--- config.mk ---
export PLATFORM = sky130hd
export DESIGN_NAME = sha1_wb_host_flat
export DESIGN_NICKNAME = d
export VERILOG_FILES = /design/src/rtl/sha1_wb_host_if.sv /design/src/rtl/sha1_wb_host.sv /design/src/flat_wrapper.sv
export SDC_FILE = /design/constraint.sdc
export NUM_CORES = 1
export LEC_CHECK = 0
export ABC_AREA = 1
export CAP_MARGIN = 10
export CORE_AREA = 2 2 303 305
export CTS_BUF_LIST = sky130_fd_sc_hd__clkbuf_8
export CTS_CLUSTER_SIZE = 40
export DETAILED_ROUTE_END_ITERATION = 10
export DIE_AREA = 0 0 305 307
export GPL_TIMING_DRIVEN = 0
export PLACE_DENSITY_LB_ADDON = 0.2
export SETUP_SLACK_MARGIN = 0.4
export SLEW_MARGIN = 20
export SYNTH_ARGS = -nofsm -noshare
export SYNTH_HDL_FRONTEND = slang
export SYNTH_SLANG_ARGS = --single-unit
--- constraint.sdc ---
create_clock -name wb_clk_i -period 3.2 [get_ports wb_clk_i]
set_input_delay 0.64 -clock wb_clk_i [delete_from_list [all_inputs] [get_ports wb_clk_i]]
set_output_delay 0.64 -clock wb_clk_i [all_outputs]
set_load 0.005 [all_outputs]
--- src/rtl/sha1_wb_host_if.sv ---
// sha1_wb_host_if: Wishbone initiator bus bundle between sha1_wb_host and its peripheral
interface sha1_wb_host_if;
  logic        wbm_cyc_o;
  logic        wbm_stb_o;
  logic        wbm_we_o;
  logic [3:0]  wbm_sel_o;
  logic [31:0] wbm_adr_o;
  logic [31:0] wbm_dat_o;
  logic [31:0] wbm_dat_i;
  logic        wbm_ack_i;
  modport master(output wbm_cyc_o, wbm_stb_o, wbm_we_o, wbm_sel_o, wbm_adr_o, wbm_dat_o,
                 input wbm_dat_i, wbm_ack_i);
  modport slave(input wbm_cyc_o, wbm_stb_o, wbm_we_o, wbm_sel_o, wbm_adr_o, wbm_dat_o,
                output wbm_dat_i, wbm_ack_i);
endinterface

--- src/rtl/sha1_wb_host.sv ---
// sha1_wb_host: Wishbone initiator running one SHA1 block through the register-file peripheral (optional SHA1_WB_HOST_ACK_TIMEOUT_EN)
module sha1_wb_host #(
  parameter logic [31:0] BASE_ADDRESS = 32'h30000024,
  parameter int          POLL_LIMIT   = 1024,
  parameter int          ACK_LIMIT    = 16
) (
  input  logic          wb_clk_i,
  input  logic          reset,
  input  logic          start,
  input  logic [511:0]  msg_i,
  output logic          busy,
  output logic          done,
  output logic          error,
  output logic [2:0]    err_code,
  output logic [159:0]  digest_o,
  sha1_wb_host_if.master wb
);
  localparam logic [2:0] S_IDLE = 3'd0, S_ID = 3'd1, S_CLR_ON = 3'd2, S_CLR_OFF = 3'd3,
                         S_MSG = 3'd4, S_POLL = 3'd5, S_DIG = 3'd6;
  localparam logic [31:0] A_ID = BASE_ADDRESS + 32'h4, A_OPS = BASE_ADDRESS + 32'h8,
                          A_MSG = BASE_ADDRESS + 32'hC, A_DIG = BASE_ADDRESS + 32'h10;
  localparam logic [31:0] ID_VAL = 32'h53484131;
  logic [2:0]   r_state, w_nstate;
  logic         r_cyc, r_stb, r_we, r_gap, r_busy, r_done, r_error;
  logic [31:0]  r_adr, r_wdat, r_rdat;
  logic [10:0]  r_cnt, w_ncnt;
  logic [511:0] r_msg;
  logic [2:0]   r_err_code, w_code;
  logic [159:0] r_digest;
  logic         w_go, w_fin, w_err, w_we;
  logic [31:0]  w_adr, w_wdat;
  logic [3:0]   w_widx;
`ifdef SHA1_WB_HOST_ACK_TIMEOUT_EN
  logic [7:0]   r_acnt;
`endif
  assign wb.wbm_cyc_o = r_cyc;
  assign wb.wbm_stb_o = r_stb;
  assign wb.wbm_we_o  = r_we;
  assign wb.wbm_sel_o = r_cyc ? 4'hF : 4'h0;
  assign wb.wbm_adr_o = r_adr;
  assign wb.wbm_dat_o = r_wdat;
  assign busy     = r_busy;
  assign done     = r_done;
  assign error    = r_error;
  assign err_code = r_err_code;
  assign digest_o = r_digest;
  // Sequencing decision: made in the idle cycle after each ack (r_gap), or on start in IDLE
  always_comb begin
    w_go = 1'b0;
    w_fin = 1'b0;
    w_err = 1'b0;
    w_code = 3'd0;
    w_nstate = r_state;
    w_we = 1'b0;
    w_adr = A_OPS;
    w_widx = 4'd0;
    w_ncnt = 11'd0;
    case (r_state)
      S_IDLE: begin
        w_go = start;
        w_nstate = S_ID;
        w_adr = A_ID;
      end
      S_ID: if (r_gap) begin
        w_go = r_rdat == ID_VAL;
        w_err = !w_go;
        w_code = 3'd1;
        w_nstate = S_CLR_ON;
        w_we = 1'b1;
      end
      S_CLR_ON: if (r_gap) begin
        w_go = 1'b1;
        w_nstate = S_CLR_OFF;
        w_we = 1'b1;
      end
      S_CLR_OFF: if (r_gap) begin
        w_go = 1'b1;
        w_nstate = S_MSG;
        w_we = 1'b1;
        w_adr = A_MSG;
      end
      S_MSG: if (r_gap) begin
        w_err = r_rdat != 32'h1;
        w_code = 3'd2;
        w_go = !w_err;
        w_nstate = r_cnt == 11'd15 ? S_POLL : S_MSG;
        w_we = r_cnt != 11'd15;
        w_adr = r_cnt == 11'd15 ? A_OPS : A_MSG;
        w_widx = r_cnt[3:0] + 4'd1;
        w_ncnt = r_cnt == 11'd15 ? 11'd0 : r_cnt + 11'd1;
      end
      S_POLL: if (r_gap) begin
        w_err = r_rdat[2] || (!r_rdat[3] && r_cnt == 11'(POLL_LIMIT - 1));
        w_code = r_rdat[2] ? 3'd3 : 3'd4;
        w_go = !w_err;
        w_nstate = r_rdat[3] ? S_DIG : S_POLL;
        w_adr = r_rdat[3] ? A_DIG : A_OPS;
        w_ncnt = r_rdat[3] ? 11'd0 : r_cnt + 11'd1;
      end
      S_DIG: if (r_gap) begin
        w_err = r_rdat == 32'hfffffff0;
        w_code = 3'd5;
        w_fin = !w_err && r_cnt == 11'd4;
        w_go = !w_err && !w_fin;
        w_adr = A_DIG;
        w_ncnt = r_cnt + 11'd1;
      end
      default: ;
    endcase
`ifdef SHA1_WB_HOST_ACK_TIMEOUT_EN
    if (r_cyc && !wb.wbm_ack_i && r_acnt == 8'(ACK_LIMIT - 1)) begin
      w_err = 1'b1;
      w_code = 3'd6;
    end
`endif
    w_wdat = r_state == S_ID ? 32'h1 : (w_adr == A_MSG ? r_msg[{w_widx, 5'd0} +: 32] : 32'h0);
  end
  // Bus cycle tracking, request launch, result capture and status pulses
  always_ff @(posedge wb_clk_i) begin
    if (reset) begin
      r_state <= S_IDLE;
      r_cyc <= 1'b0;
      r_stb <= 1'b0;
      r_we <= 1'b0;
      r_adr <= 32'h0;
      r_wdat <= 32'h0;
      r_rdat <= 32'h0;
      r_gap <= 1'b0;
      r_cnt <= 11'd0;
      r_msg <= 512'h0;
      r_busy <= 1'b0;
      r_done <= 1'b0;
      r_error <= 1'b0;
      r_err_code <= 3'd0;
      r_digest <= 160'h0;
`ifdef SHA1_WB_HOST_ACK_TIMEOUT_EN
      r_acnt <= 8'd0;
`endif
    end else begin
      r_stb <= w_go;
      r_done <= w_fin;
      r_error <= w_err;
      r_gap <= r_cyc && wb.wbm_ack_i;
      if (r_cyc && wb.wbm_ack_i) r_rdat <= wb.wbm_dat_i;
      if (r_cyc && (wb.wbm_ack_i || w_err)) r_cyc <= 1'b0;
`ifdef SHA1_WB_HOST_ACK_TIMEOUT_EN
      r_acnt <= w_go ? 8'd0 : r_acnt + 8'd1;
`endif
      if (w_go) begin
        r_cyc <= 1'b1;
        r_we <= w_we;
        r_adr <= w_adr;
        r_wdat <= w_wdat;
        r_state <= w_nstate;
        r_cnt <= w_ncnt;
      end
      if (w_fin || w_err) begin
        r_state <= S_IDLE;
        r_busy <= 1'b0;
      end
      if (w_err) r_err_code <= w_code;
      if (r_gap && r_state == S_DIG) r_digest[{r_cnt[2:0], 5'd0} +: 32] <= r_rdat;
      if (r_state == S_IDLE && start) begin
        r_msg <= msg_i;
        r_busy <= 1'b1;
        r_err_code <= 3'd0;
        r_digest <= 160'h0;
      end
    end
  end
endmodule

--- src/flat_wrapper.sv ---
// flat-port wrapper written by rule: the top's interface ports become plain ports
module sha1_wb_host_flat 
#(
  parameter logic [31:0] BASE_ADDRESS = 32'h30000024,
  parameter int          POLL_LIMIT   = 1024,
  parameter int          ACK_LIMIT    = 16
)
  (wb_clk_i, reset, start, msg_i, busy, done, error, err_code, digest_o, wb_wbm_cyc_o, wb_wbm_stb_o, wb_wbm_we_o, wb_wbm_sel_o, wb_wbm_adr_o, wb_wbm_dat_o, wb_wbm_dat_i, wb_wbm_ack_i);
  sha1_wb_host_if wb_i ();
  input  logic wb_clk_i;
  input  logic reset;
  input  logic start;
  input  logic [511:0] msg_i;
  output logic busy;
  output logic done;
  output logic error;
  output logic [2:0] err_code;
  output logic [159:0] digest_o;
  output wire logic [$bits(wb_i.wbm_cyc_o)-1:0] wb_wbm_cyc_o;
  output wire logic [$bits(wb_i.wbm_stb_o)-1:0] wb_wbm_stb_o;
  output wire logic [$bits(wb_i.wbm_we_o)-1:0] wb_wbm_we_o;
  output wire logic [$bits(wb_i.wbm_sel_o)-1:0] wb_wbm_sel_o;
  output wire logic [$bits(wb_i.wbm_adr_o)-1:0] wb_wbm_adr_o;
  output wire logic [$bits(wb_i.wbm_dat_o)-1:0] wb_wbm_dat_o;
  input wire logic [$bits(wb_i.wbm_dat_i)-1:0] wb_wbm_dat_i;
  input wire logic [$bits(wb_i.wbm_ack_i)-1:0] wb_wbm_ack_i;
  assign wb_wbm_cyc_o = wb_i.wbm_cyc_o;
  assign wb_wbm_stb_o = wb_i.wbm_stb_o;
  assign wb_wbm_we_o = wb_i.wbm_we_o;
  assign wb_wbm_sel_o = wb_i.wbm_sel_o;
  assign wb_wbm_adr_o = wb_i.wbm_adr_o;
  assign wb_wbm_dat_o = wb_i.wbm_dat_o;
  assign wb_i.wbm_dat_i = wb_wbm_dat_i;
  assign wb_i.wbm_ack_i = wb_wbm_ack_i;
  sha1_wb_host #(.BASE_ADDRESS(BASE_ADDRESS), .POLL_LIMIT(POLL_LIMIT), .ACK_LIMIT(ACK_LIMIT)) u_core (.wb_clk_i(wb_clk_i), .reset(reset), .start(start), .msg_i(msg_i), .busy(busy), .done(done), .error(error), .err_code(err_code), .digest_o(digest_o), .wb(wb_i));
endmodule
==> summary.md, run 1 <==
CTS
• 0.81 ns — source-to-sink clock delay at the later pin of the worst-skew pair
• 0.06 ns — register clock-pin slew on the reported worst setup and hold paths
• 764 — Clock Sink Count
• done — clock tree from TritonCTS
• 0 — count of hold buffers inserted by post-cts repair
• 3 — Bufs on Longest Clock Path
• 137 — clock buffers created by TritonCTS
• sky130_fd_sc_hd__clkbuf_8 — Root Buffer
• 4 — H-tree levels

Critical path
• 4 — sum of buffers and inverters on the critical path
• buffers and inverters — cell family contributing the most delay on the critical path
• sky130_fd_sc_hd__clkbuf_1 — Slowest-stage cell, CP
• flop — CP startpoint kind
• flop — endpoint class of the critical path
• 3.89 ns — required time of the critical path
• clkbuf_4 > inv_2 > nor2_4 > nand2_4 > clkbuf_4 > clkbuf_1 > o21ai_0 > o211ai_1 > nand3_1 > nand3_1 > nand2_1 > nand2_1 > nor2_1 — cells along the critical path
• flop to flop — critical path start-end classification
• 0.37 ns — Slowest Stage Delay on Critical Path
• 3.53 ns — Data arrival, critical path
• 0.36 ns — R2R setup slack
• 10 — critical-path maximum fanout

Min path
• input port to flop — worst hold path class

Timing
• 0 — final-report setup violation count
• true — RSZ-0062 raised after global routing
• 0.387 ns — hold slack
• 0.888 ns — transition time at the pin with the least slew margin
• 0 — Final Hold Violating Endpoints
• 0 — max-slew violation count
• 40.8% — Relative slew margins
• 0.0335 ns — Clock Skews
• 2.84 ns — fin crit period
• 0.352 GHz — FMAX
• 88.9% — period utilisation layout

Global routing
• 17 — pin count of the biggest net entering global routing
• 10 — antenna violations before repair
• 32.4% — overall fraction of global-route tracks in use
• 220 mm — global-route wire length before repair
• 32880 — vias in the first global route
• 0 — global route overflow

Job
• 0 — max-cap violations

Cells and area
• 49.0% — final core utilization
• 5897 — number of nets in the final layout
• 9365 — fillcell total
• 6637 — number of standard cells in the final layout excluding fillers
• 38.5% — layout overhead on the synthesized area
• 7.46% — fraction of final layout cells with drive strength greater than 1

Synth
• 42 — library cells used by synthesis
• 47.7% — sequential area share after synthesis
• sky130_fd_sc_hd__dfxtp_1 — Post-synth top flop
• 0% — share of flip-flops with an asynchronous set or reset after synthesis
• 0 — EDFF count, synth
• 32100 um2 — Post-Synthesis Cell Area
• 7.27 um2 — average cell area after synthesis
• 0 — Yosys warnings
• 764 — post-synthesis register bit count
• 4411 — gate count of the mapped netlist

Route
• 0 — DRC violations left
• 23.8 um — average wire per cell in the routed design
• 3395 — number of violations reported at the end of detailed-routing iteration 0
• 8 — number of iterations in the first detailed-routing pass
• 0 — number of routed nets with antenna violations
• 34699 — routed vias
• 158 mm — detailed-route wire length
• 5.23 — Via-to-Cell Ratio

Die
• 785 — ports placed on the boundary
• 111 — number of placement rows
• 35.4% — effective utilization at floorplan
• 305 um — die outline width
• 307 um — die boundary height
• 93600 um2 — die footprint
• 90700 um2 — placeable core area

Placed design
• 1.02 — final RePlAce weighted congestion
• 758 — count of input and output buffers
• 126 mm — sum of net half-perimeters after detailed placement
• 6380 — number of placed instances, taps included

Pwr
• 705 nW/um2 — power per cell area
• 31.3 mW — total power
• 0.000365 V — largest voltage drop on the vdd net
• 17.6 nW — leakage power summed over all cells

Outcome
• finished, final reports clean — result of the run

[area by class of cell]
class                           instances  area [um2]  area share (%)
Buffer                                367        1790            4.02
Multi-Input combinational cell       2720       13200            29.7
Sequential cell                       764       15300            34.4
Timing Repair Buffer                  765        7640            17.2
Clock inverter                         78         558            1.26
Tap cell                             1186        1480            3.34
Inverter                              585        2210            4.96
Antenna cell                            8        20.0          0.0450
Clock buffer                          164        2260            5.08
[cell usage in the layout, fill, tap and decap left out, drive strengths merged, types with 2 or more instances in the layout]
cell | synthesis | routed
o211a | 8 | 8
diode | 0 | 8
dfxtp | 764 | 764
nand4 | 16 | 16
o211ai | 110 | 110
buf | 117 | 120
a22oi | 5 | 5
nand2 | 602 | 602
nor3 | 40 | 40
nor2 | 210 | 210
clkdlybuf4s50 | 0 | 758
a21boi | 2 | 2
inv | 582 | 642
o22ai | 2 | 2
o21ai | 938 | 938
a21oi | 567 | 567
clkbuf | 250 | 418
clkinv | 3 | 14
ha | 9 | 9
nand3 | 168 | 168
bufinv | 0 | 4
conb | 1 | 26
a31oi | 4 | 4
or2 | 3 | 3
clkinvlp | 0 | 3
xor2 | 3 | 3
[timing repair]
item / 4_1_cts / 5_1_grt
pin swaps: 9 / 25
setup endpoints to repair: 511 / 291
endpoints found under the hold margin: 0 / 0
buffers inserted: 1 / 6
gates resized for setup: 55 / 127
[kinds of logic (layout without fill, tap and decap cells)]
family | Yosys count | after routing | synth area share, %
flip-flops | 764 | 764 | 47.7
other | 1 | 34 | 0.0117
AO/OA/AOI/OAI | 1638 | 1638 | 26.7
XOR/XNOR | 3 | 3 | 0.0819
adder cells (fa/ha/maj) | 9 | 9 | 0.351
AND/OR/NAND/NOR | 1044 | 1044 | 13.3
buffers and inverters | 952 | 1959 | 11.9
[per-stage QoR]
step / TNS [ns] / instance area [um2] / setup slack, ns
floorplan: 0 / 32200 / 0.699
global placement: -212.86 / 41300 / -0.789
detailed placement: -215.10 / 41300 / -0.828
CTS: 0 / 44200 / 0.401
global route: 0 / 44400 / 0.358
finish: 0 / 44400 / 0.355
[flip-flops by register name, indices dropped and copies added (netlist names)]
register             cells
u_core.r_rdat           32
u_core.error             1
u_core.r_state           3
u_core.wb.wbm_we_o       1
u_core.wb.wbm_stb_o      1
u_core.r_cnt            11
u_core.wb.wbm_cyc_o      1
u_core.wb.wbm_adr_o      4
u_core.busy              1
u_core.r_msg           512
u_core.err_code          3
u_core.done              1
u_core.wb.wbm_dat_o     32
u_core.digest_o        160
u_core.r_gap             1
[final timing paths]
check | from | endpoint | cells after the start
max | u_core.r_gap$_SDFF_PP0_ | u_core.wb.wbm_dat_o[1]$_SDFFE_PP0P_ | 13
min | msg_i[154] | u_core.r_msg[154]$_SDFFE_PP0P_ | 3
max reg2reg | u_core.r_gap$_SDFF_PP0_ | u_core.wb.wbm_dat_o[1]$_SDFFE_PP0P_ | 13
min reg2reg | u_core.r_msg[301]$_SDFFE_PP0P_ | u_core.r_msg[301]$_SDFFE_PP0P_ | 2
[Yosys cell counts (3+ instances only)]
cell type	count	area (um2)
sky130_fd_sc_hd__o211a_1	8	80.1
sky130_fd_sc_hd__nand2_1	599	2250
sky130_fd_sc_hd__a21oi_1	567	2840
sky130_fd_sc_hd__clkinv_1	3	11.3
sky130_fd_sc_hd__buf_6	5	56.3
sky130_fd_sc_hd__buf_4	35	263
sky130_fd_sc_hd__a22oi_1	5	37.5
sky130_fd_sc_hd__o21ai_0	871	4360
sky130_fd_sc_hd__nand3_1	168	841
sky130_fd_sc_hd__ha_1	9	113
sky130_fd_sc_hd__o211ai_1	109	818
sky130_fd_sc_hd__a31oi_1	4	25.0
sky130_fd_sc_hd__inv_2	7	26.3
sky130_fd_sc_hd__dfxtp_1	764	15300
sky130_fd_sc_hd__buf_1	16	60.1
sky130_fd_sc_hd__o21ai_1	67	335
sky130_fd_sc_hd__nor3_1	40	200
sky130_fd_sc_hd__clkbuf_2	3	15.0
sky130_fd_sc_hd__buf_2	61	305
sky130_fd_sc_hd__nand4_1	16	100
sky130_fd_sc_hd__clkbuf_1	247	927
sky130_fd_sc_hd__inv_1	575	2160
sky130_fd_sc_hd__xor2_1	3	26.3
sky130_fd_sc_hd__nor2_1	204	766
sky130_fd_sc_hd__nor2_2	5	31.3
[worst reg2reg max path, cell delays in order, from the launching register on]
cell and delay (ns):
sky130_fd_sc_hd__dfxtp_1 0.30, sky130_fd_sc_hd__clkbuf_4 0.19, sky130_fd_sc_hd__inv_2 0.15, sky130_fd_sc_hd__nor2_4 0.06, sky130_fd_sc_hd__nand2_4 0.13, sky130_fd_sc_hd__clkbuf_4 0.31, sky130_fd_sc_hd__clkbuf_1 0.38, sky130_fd_sc_hd__o21ai_0 0.25
sky130_fd_sc_hd__o211ai_1 0.36, sky130_fd_sc_hd__nand3_1 0.22, sky130_fd_sc_hd__nand3_1 0.17, sky130_fd_sc_hd__nand2_1 0.07, sky130_fd_sc_hd__nand2_1 0.09, sky130_fd_sc_hd__nor2_1 0.04
[routing by layer]
| layer | vias to the layer above | global-route usage (%) | share of wire, % |
|---|---|---|---|
| met5 | - | 0 | 0.0089 |
| met4 | 2 | 17.7 | 5.8 |
| met3 | 400 | 6.87 | 7.9 |
| met2 | 1686 | 55.0 | 48 |
| met1 | 16221 | 38.1 | 39 |
| li1 | 16390 | - | - |
[power by group]
group / internal, mW / total (mW) / switching, mW
clock: 5.05 / 9.53 / 4.48
combinational: 2.91 / 8.79 / 5.88
sequential: 11.9 / 13.0 / 1.15
total: 19.8 / 31.3 / 11.5
Note: power is estimated with default switching activity, not from simulation.
==> run 2, diff against run 1 <==
--- a/config.mk
+++ b/config.mk
@@ -8,7 +8,7 @@
 export ABC_AREA = 1
 export CAP_MARGIN = 10
 export CORE_AREA = 2 2 303 305
-export CTS_BUF_LIST = sky130_fd_sc_hd__clkbuf_8
+export CTS_BUF_LIST = sky130_fd_sc_hd__clkbuf_4 sky130_fd_sc_hd__clkbuf_8
 export CTS_CLUSTER_SIZE = 40
 export DETAILED_ROUTE_END_ITERATION = 10
 export DIE_AREA = 0 0 305 307
==> run 2 against run 1 <==
Against the previous run: maximum frequency grew 0.95%; worst setup slack gained 0.027 ns; sequential share of layout area shrank 0.088 points; clock power grew 6%; cell count is essentially flat; sequential cell count is the same; non-clock buffer count shrank 3; highest routed layer unchanged; largest power group unchanged; clock skew grew 0.0015 ns; design area grew 0.26%; critical path depth is the same; first-iteration DRC count grew 1.6%.
==> summary.md, run 2 (synthesis results as in run 1) <==
Global routing
• 0 — global route overflow, unchanged
• 17 — pin count of the biggest net entering global routing, unchanged
• 32.4% — overall fraction of global-route tracks in use, about the same
• 220 mm — global-route wire length before repair, about the same
• 32863 — vias in the first global route, -0.052%
• 11 — antenna violations before repair, +1

Critical path
• 3.88 ns — required time of the critical path, about the same
• flop — CP startpoint kind
• 3.50 ns — Data arrival, critical path, -0.03 ns
• flop — endpoint class of the critical path
• 13 — path depth of the worst reg2reg path, unchanged
• 0.38 ns — R2R setup slack, +0.03 ns
• 10 — critical-path maximum fanout, unchanged
• u_core.r_gap$_SDFF_PP0_ — source of the worst register-to-register timing path
• u_core.wb.wbm_dat_o[1]$_SDFFE_PP0P_ — RR Endpoint
• flop to flop — critical path start-end classification

Pwr
• 27.5% — proportion of power drawn by combinational gates, -0.6 points
• 36.1% — switching share of total power, -0.68 points
• 17.5 nW — leakage power summed over all cells, -0.54%
• 716 nW/um2 — power per cell area, +1.6%
• 40.7% — sequential share of power, -0.8 points
• 11.5 mW — switching power total, about the same
• 31.7% — clock network power share, +1.3 points
• 0.000398 V — largest voltage drop on the vdd net, +8.8%
• 20.4 mW — Power Internal, +3.0%

CTS
• 137 — clock buffers created by TritonCTS, unchanged
• 0 — count of hold buffers inserted by post-cts repair, unchanged
• 764 — Clock Sink Count, unchanged
• 0.06 ns — register clock-pin slew on the reported worst setup and hold paths, about the same
• sky130_fd_sc_hd__clkbuf_8 — Root Buffer
• done — clock tree from TritonCTS
• 0.80 ns — source-to-sink clock delay at the later pin of the worst-skew pair, about the same
• 3 — Bufs on Longest Clock Path, unchanged
• 4 — H-tree levels, unchanged

Placed design
• 6380 — number of placed instances, taps included, unchanged
• 1.02 — final RePlAce weighted congestion, unchanged
• -0.828 ns — dpl ws, unchanged
• 758 — count of input and output buffers, unchanged
• 126 mm — sum of net half-perimeters after detailed placement, unchanged

Route
• 5.22 — Via-to-Cell Ratio, about the same
• 158 mm — detailed-route wire length, about the same
• 23.8 um — average wire per cell in the routed design, about the same
• 34664 — routed vias, -0.10%
• 3450 — number of violations reported at the end of detailed-routing iteration 0, +1.6%
• 0 — DRC violations left, unchanged
• 8 — number of iterations in the first detailed-routing pass, unchanged
• 0 — number of routed nets with antenna violations, unchanged

Cells and area
• 512 — max FFs per register, unchanged
• 38.9% — layout overhead on the synthesized area
• u_core.r_msg — Reg with most FFs
• sky130_fd_sc_hd__o21ai_0, sky130_fd_sc_hd__dfxtp_1, sky130_fd_sc_hd__clkdlybuf4s50_1, sky130_fd_sc_hd__nand2_1, sky130_fd_sc_hd__inv_1 — most frequent cells in the layout
• 6635 — number of standard cells in the final layout excluding fillers, -0.030%
• sky130_fd_sc_hd__o21ai_0 — leading cell type in the layout, fill and taps excluded
• 8.07% — fraction of final layout cells with drive strength greater than 1, +0.61 points
• 5894 — number of nets in the final layout, -0.051%

Die
• 785 — ports placed on the boundary, unchanged
• 90700 um2 — placeable core area, unchanged
• 93600 um2 — die footprint, unchanged
• 111 — number of placement rows, unchanged
• 35.4% — effective utilization at floorplan, unchanged
• 305 um — die outline width, unchanged
• 307 um — die boundary height, unchanged

Timing
• 0.0350 ns — Clock Skews, +0.00152 ns
• 0 — max-slew violation count, unchanged
• 0 — final-report setup violation count, unchanged
• true — RSZ-0062 raised after global routing
• 0.382 ns — final critical-path setup slack, +0.0267 ns
• 88.1% — period utilisation layout, -0.83 points
• 0 — Final Hold Violating Endpoints, unchanged
• 41.2% — Relative slew margins, +0.45 points
• 0.881 ns — transition time at the pin with the least slew margin, -0.00680 ns
• 0.355 GHz — FMAX, +0.95%
• 2.82 ns — fin crit period, -0.0267 ns

Min path
• msg_i[154] — hold path startpoint
• 3 — cell count of the worst hold path, unchanged
• input port to flop — worst hold path class
• u_core.r_msg[154]$_SDFFE_PP0P_ — endpoint with the worst hold slack

Outcome
• finished, final reports clean — result of the run

Job
• 0 — max-cap violations, unchanged

==> run 2: cell types whose count changed in the layout (fill, tap and decap cells not counted), moves of 2 or more <==
| cell | delta |
|---|---|
| sky130_fd_sc_hd__buf_4 | -6 |
| sky130_fd_sc_hd__clkinvlp_4 | -2 |
| sky130_fd_sc_hd__o21ai_0 | +2 |
| sky130_fd_sc_hd__nand3_2 | -4 |
| sky130_fd_sc_hd__clkbuf_1 | +9 |
| sky130_fd_sc_hd__nand3_1 | +4 |
| sky130_fd_sc_hd__clkbuf_4 | +49 |
| sky130_fd_sc_hd__inv_1 | -50 |
| sky130_fd_sc_hd__buf_2 | +4 |
| sky130_fd_sc_hd__o21ai_1 | -2 |
| sky130_fd_sc_hd__clkbuf_2 | -8 |
==> run 2: worst max-delay path, stage by stage, from the launching register on <==
cell and delay [ns]:
sky130_fd_sc_hd__dfxtp_1 0.30, sky130_fd_sc_hd__clkbuf_4 0.18, sky130_fd_sc_hd__inv_2 0.15, sky130_fd_sc_hd__nor2_4 0.07
sky130_fd_sc_hd__nand2_4 0.12, sky130_fd_sc_hd__clkbuf_4 0.30, sky130_fd_sc_hd__clkbuf_1 0.37, sky130_fd_sc_hd__o21ai_0 0.26
sky130_fd_sc_hd__o211ai_1 0.34, sky130_fd_sc_hd__nand3_1 0.21, sky130_fd_sc_hd__nand3_1 0.17, sky130_fd_sc_hd__nand2_1 0.07
sky130_fd_sc_hd__nand2_1 0.09, sky130_fd_sc_hd__nor2_1 0.04
==> run 2: layer usage <==
metal	part of all wire (%)	vias up	global-route usage, %
met5	0.010	-	0
met2	48	1699	55.0
met4	5.9	2	17.8
li1	-	16368	-
met1	39	16196	38.1
met3	8.0	399	6.85
==> run 2: final cells by class <==
class / instances / area (um2)
fill: 9339 / 46100
buffer: 367 / 1760
antenna: 9 / 22.5
inverter: 585 / 2200
clock buffer: 216 / 2650
timing repair buffer: 762 / 7620
clock inverter: 26 / 363
multi-input combinational: 2720 / 13200
sequential: 764 / 15300
tap: 1186 / 1480
==> run 2: worst max path at each step <==
stage,end,from,slack [ns]
global placement,u_core.r_msg[358]$_SDFFE_PP0P_,reset,-0.79
floorplan,u_core.digest_o[150]$_SDFFE_PP0P_,u_core.r_cnt[0]$_SDFFE_PP0P_,0.70
finish,u_core.wb.wbm_dat_o[1]$_SDFFE_PP0P_,u_core.r_gap$_SDFF_PP0_,0.38
CTS,u_core.r_msg[95]$_SDFFE_PP0P_,u_core.r_state[2]$_SDFFE_PP0P_,0.40
global route,u_core.wb.wbm_dat_o[15]$_SDFFE_PP0P_,u_core.r_gap$_SDFF_PP0_,0.37
detailed placement,u_core.r_msg[190]$_SDFFE_PP0P_,reset,-0.83
==> run 2: metrics by stage <==
step           utilization [%]  setup TNS, ns  hold WS [ns]  total power, mW  cell area [um2]
2_1_floorplan                -              0         0.424             17.4            32200
3_3_place_gp              45.5        -212.86         0.433             21.6            41300
5_1_grt                   49.1              0         0.368             33.4            44600
4_1_cts                   49.0              0         0.325             31.8            44400
3_5_place_dp              45.5        -215.10         0.438             21.7            41300
6_report                  49.1              0         0.393             31.9            44600
==> run 2: power by group through the flow <==
| stage | clock network [mW] | registers [mW] | logic [mW] |
|---|---|---|---|
| after floorplan | 0 | 12.7 | 4.60 |
| after global placement | 0 | 13.1 | 8.50 |
| after detailed placement | 0 | 13.1 | 8.60 |
| after CTS | 10.2 | 12.9 | 8.64 |
| after global routing | 10.7 | 13.2 | 9.54 |
| final | 10.1 | 13.0 | 8.78 |
==> run 2: what timing repair did <==
action,in CTS,in global routing
buffers inserted,1,3
setup endpoints to repair,510,292
resized for setup,56,86
pin swaps,10,20
